### config.mk
export PLATFORM = sky130hd
export DESIGN_NAME = prefix8_adder
export DESIGN_NICKNAME = d
export VERILOG_FILES = /design/src/rtl/prefix8_adder.sv
export SDC_FILE = /design/constraint.sdc
export NUM_CORES = 1
export LEC_CHECK = 0
export CAP_MARGIN = 20
export CORE_MARGIN = 4
export CORE_UTILIZATION = 31
export DETAILED_ROUTE_END_ITERATION = 16
export PLACE_DENSITY = 0.91
export SLEW_MARGIN = 20
export SYNTH_ARGS = -nofsm -noshare
export SYNTH_HDL_FRONTEND = slang
export SYNTH_SLANG_ARGS = --single-unit
### constraint.sdc
create_clock -name vclk -period 3.9
set_input_delay 1.17 -clock vclk [all_inputs]
set_output_delay 1.17 -clock vclk [all_outputs]
set_load 0.01 [all_outputs]
### src/rtl/prefix8_adder.sv
// prefix8_adder: 8-bit Kogge-Stone parallel-prefix adder for a TinyTapeout slot.
// uo_out = (ui_in + uio_in) mod 256. Carry-in is fixed at 0, and carry-out is dropped.
// Optional build macro PIPELINE_REG_EN: registers the operands and the sum,
// giving 2 cycles of latency. Without it, the block is purely combinational.
module prefix8_adder #(
  parameter int WIDTH = 8
) (
  input  logic             clk,
  input  logic             rst,
  input  logic             ena,
  input  logic [WIDTH-1:0] ui_in,
  input  logic [WIDTH-1:0] uio_in,
  output logic [WIDTH-1:0] uo_out,
  output logic [WIDTH-1:0] uio_out,
  output logic [WIDTH-1:0] uio_oe
);

  // Operands that feed the prefix network (raw pins or registered copies)
  logic [WIDTH-1:0] opA;
  logic [WIDTH-1:0] opB;

  // Bit-level generate/propagate and the three Kogge-Stone levels
  logic [WIDTH-1:0] g0, p0;
  logic [WIDTH-1:0] g1, p1;
  logic [WIDTH-1:0] g2, p2;
  logic [WIDTH-1:0] g3, p3;

  // carry[i] is the carry into bit i; carry[WIDTH] is the carry-out
  logic [WIDTH:0]   carry;
  logic [WIDTH-1:0] sumComb;
  logic             cout;

  // Prefix operator: (G,P) o (G',P') = (G | P&G', P&P'), returned as {G,P}
  function automatic logic [1:0] prefixOp(input logic gHi, input logic pHi,
                                          input logic gLo, input logic pLo);
    return {gHi | (pHi & gLo), pHi & pLo};
  endfunction

  // Bit generate/propagate from the two operands
  always_comb begin
    g0 = opA & opB;
    p0 = opA ^ opB;
  end

  // Level 1: span 1. Bit 0 has no lower neighbour, so it passes through.
  always_comb begin
    g1 = g0;
    p1 = p0;
    for (int i = 1; i < WIDTH; i++) begin
      {g1[i], p1[i]} = prefixOp(g0[i], p0[i], g0[i-1], p0[i-1]);
    end
  end

  // Level 2: span 2. Bits 0-1 already cover their full prefix.
  always_comb begin
    g2 = g1;
    p2 = p1;
    for (int i = 2; i < WIDTH; i++) begin
      {g2[i], p2[i]} = prefixOp(g1[i], p1[i], g1[i-2], p1[i-2]);
    end
  end

  // Level 3: span 4. After this level, g3[i] is the group generate G[i:0].
  always_comb begin
    g3 = g2;
    p3 = p2;
    for (int i = 4; i < WIDTH; i++) begin
      {g3[i], p3[i]} = prefixOp(g2[i], p2[i], g2[i-4], p2[i-4]);
    end
  end

  // Carries come straight from the group generates (carry-in is 0). Sum = p ^ c.
  always_comb begin
    carry   = {g3, 1'b0};
    sumComb = p0 ^ carry[WIDTH-1:0];
    cout    = carry[WIDTH];
  end

`ifdef PIPELINE_REG_EN
  logic [WIDTH-1:0] aQ, aD;
  logic [WIDTH-1:0] bQ, bD;
  logic [WIDTH-1:0] sumQ, sumD;

  assign aD   = ui_in;
  assign bD   = uio_in;
  assign sumD = sumComb;

  // Operand stage, then sum stage. Reset clears both at once, dropping in-flight sums.
  always_ff @(posedge clk or posedge rst) begin
    if (rst) begin
      aQ   <= '0;
      bQ   <= '0;
      sumQ <= '0;
    end else begin
      aQ   <= aD;
      bQ   <= bD;
      sumQ <= sumD;
    end
  end

  assign opA    = aQ;
  assign opB    = bQ;
  assign uo_out = sumQ;
`else
  assign opA    = ui_in;
  assign opB    = uio_in;
  assign uo_out = sumComb;
`endif

  // All bidirectional pins are permanently inputs
  assign uio_out = '0;
  assign uio_oe  = '0;

  // Signals the design intentionally ignores: the slot enable, the dropped
  // carry-out, the top propagate, and the clock/reset in the combinational build
  logic unusedSink;
  assign unusedSink = &{1'b0, ena, cout, p3, clk, rst};

endmodule

==> reports/qor.yml <==
cp.arrival_ns: 2.71
rows: 13
p_sw_mw: 0.05412
final_nets: 121
numPortBuffers: 24
multi_input_area_sq_um: 414.1
fin_tns_setup_ns: 0
holdPathEnd: "uo_out[6]"
dp.cells: 105
drc: 0
cp_max_fo: 4
worstHoldStart: "ui_in[4]"
synth-seq-area-share_pct: 0
required_ns: 2.73
grt-ovfl-total: 0
vdd_drop_max_mv: 0.05431
hold_buffers: 0
synth_top_family_by_area: "buffers and inverters"
dp_slack_ns: -0.7992
via_per_inst: 4.374
synth_largest_area_cell: "buf_4"
ys_top_cells_by_area: "buf_4 (27%), ha_1 (20%), xnor2_1 (6.0%)"
antenna_cells: 0
ant_nets: 0
layout-drive-gt1-share_pct: 27.17
final_max_slew_viol_count: 0
critical_path_class: "in -> out"
critPathBufInv: 2
max_cap_viol_count: 0
fill_cells: 120
slowest_stage: "or4b_1"
top_usage_layer: "met2"
netlist_area_sq_um: 440.4
grt_first_pass_wirelength_um: 1649
core_sq_mm: 0.001318
synth_compound_area_share_pct: 21.59
grt_max_degree: 6
synthAdderAreaFrac_pct: 24.43
layout_setup_ws_ns: 0.01569
synthToLayoutAreaGrowth_pct: 73.01
seq_cell_count: 0
yosysUniqueCellTypes: 22
grt_setup_unrepaired: "true"
finalWeightedCongestion: 0.7022
finalCritPeriodShare_pct: 99.60
crit_cells: 7
min_path_cells: 5
num_io_pins: 43
fin_total_pwr_mw: 0.1199
sequentialPowerShare_pct: 0
globalRouteMet1Util_pct: 9.091
setup_violations: 0
combPwrFrac_pct: 100.0
internal-power_mw: 0.06574
crit_family: "simple AND/OR/NAND/NOR gates"
use_met2_pct: 25.35
die_height_um: 45.69
path_cells: "dlygate4sd2_1 -> ha_4 -> nor2b_4 -> o31a_1 -> or4b_1 -> nand3_1 -> buf_2"
grt_use_met3_pct: 0
hold_class: "in -> out"
start_util_pct: 33.43
min_period_ns: 3.884
switching_share_pct: 45.15
dr.pass1.iters: 2
drtIter0Drc: 1
dieArea_sq_mm: 0.002088
final_cell_count_no_fill: 107
hpwl_um: 1016
seqCellArea_sq_um: 0
wl_um: 1204
max_freq_mhz: 257.4
die_w_um: 45.69
cpPeakStageDelay_ns: 0.47
syn_avg_cell_area_sq_um: 7.593
synth.most_common_cell: "buf_4"
wire_per_inst_um: 11.25
synthTopCellsByCount: "buf_4 (16), ha_1 (7)"
synth.mux.area_fraction_pct: 2.273
vias: 468
yosys.area_share.simple_pct: 12.22
antenna_found_initial: 0
power_leakage_nw: 0.3804
cp-end-kind: "output pin"
status: "finished, final reports clean"
placed_area_sq_um: 703.2
clkbuf_count: 0
track_usage_pct: 10.54
finalHoldViolCount: 0
setup.worst_path.start_class: "input pin"
finalInstanceArea_sq_um: 762.0
yosys.area.top_type_share_pct: 27.27
grt_pass1_vias: 444
pwr-share-clk_pct: 0
yosys_warnings: 0
synth_xor_area_share_pct: 7.955
power_density_mw_per_mm2: 157.3
syn_inst: 58
-- power by group through the flow --
stage	logic (mW)	clock network, mW	registers [mW]
3_3_place_gp	0.116	0	0
2_1_floorplan	0.0682	0	0
3_5_place_dp	0.120	0	0
6_report	0.120	0	0
4_1_cts	0.116	0	0
5_1_grt	0.131	0	0
-- routing by layer --
metal  vias to the layer above  routed length, um
li1                        237                  -
met1                       212                411
met2                        19                700
met3                         0                 92
met4                         0                  0
met5                         -                  0
-- worst min-delay path, stage by stage --
cell and delay [ns]:
dlymetal6s2s_1 0.08, ha_1 0.21, o21ai_0 0.11, nand3_1 0.07, buf_2 0.12
-- per-stage QoR --
stage / utilization [%] / hold slack, ns
after floorplan: - / 2.480
after global placement: 53.37 / 3.438
after detailed placement: 53.37 / 3.457
after CTS: 55.27 / 3.051
after global routing: 57.83 / 3.014
final: 57.83 / 2.948
-- final cells by class --
type	count	area share (%)
multi-input cells	53	54.35
well taps	15	2.463
repair buffers	35	41.22
inverters	4	1.970
-- logic make-up after synthesis --
group / count (synthesis)
mux: 1
buf+inv: 20
fa+ha+maj: 8
compound gates: 15
simple gates: 9
other cells: 1
xor+xnor: 4
-- what timing repair did --
action | 4_1_cts | 5_1_grt
pin swaps | 8 | 5
buffers inserted | 2 | 0
gates resized for setup | 35 | 8
endpoints found under the setup margin | 7 | 4
cloned | 0 | 0
-- how the worst max path moves through the flow --
stage / start / endpoint / slack (ns)
4_1_cts: ui_in[4] / uo_out[6] / -0.08
5_1_grt: ui_in[2] / uo_out[6] / -0.03
2_1_floorplan: ui_in[0] / uo_out[6] / 0.18
3_5_place_dp: ui_in[0] / uo_out[6] / -0.80
3_3_place_gp: ui_in[0] / uo_out[6] / -0.74
6_report: ui_in[2] / uo_out[6] / 0.02
-- layout by cell type, fill, tap and decap left out, drive strengths merged, types with 2 or more instances in the layout --
cell	n
conb	16
buf	15
clkdlybuf4s50	8
ha	7
clkdlybuf4s15	5
dlygate4sd2	5
o21ai	4
nor2	4
a21oi	4
inv	4
xnor2	3
dlymetal6s2s	2
nor2b	2
a211oi	2
No activity file was read; power rests on OpenSTA's default activity.
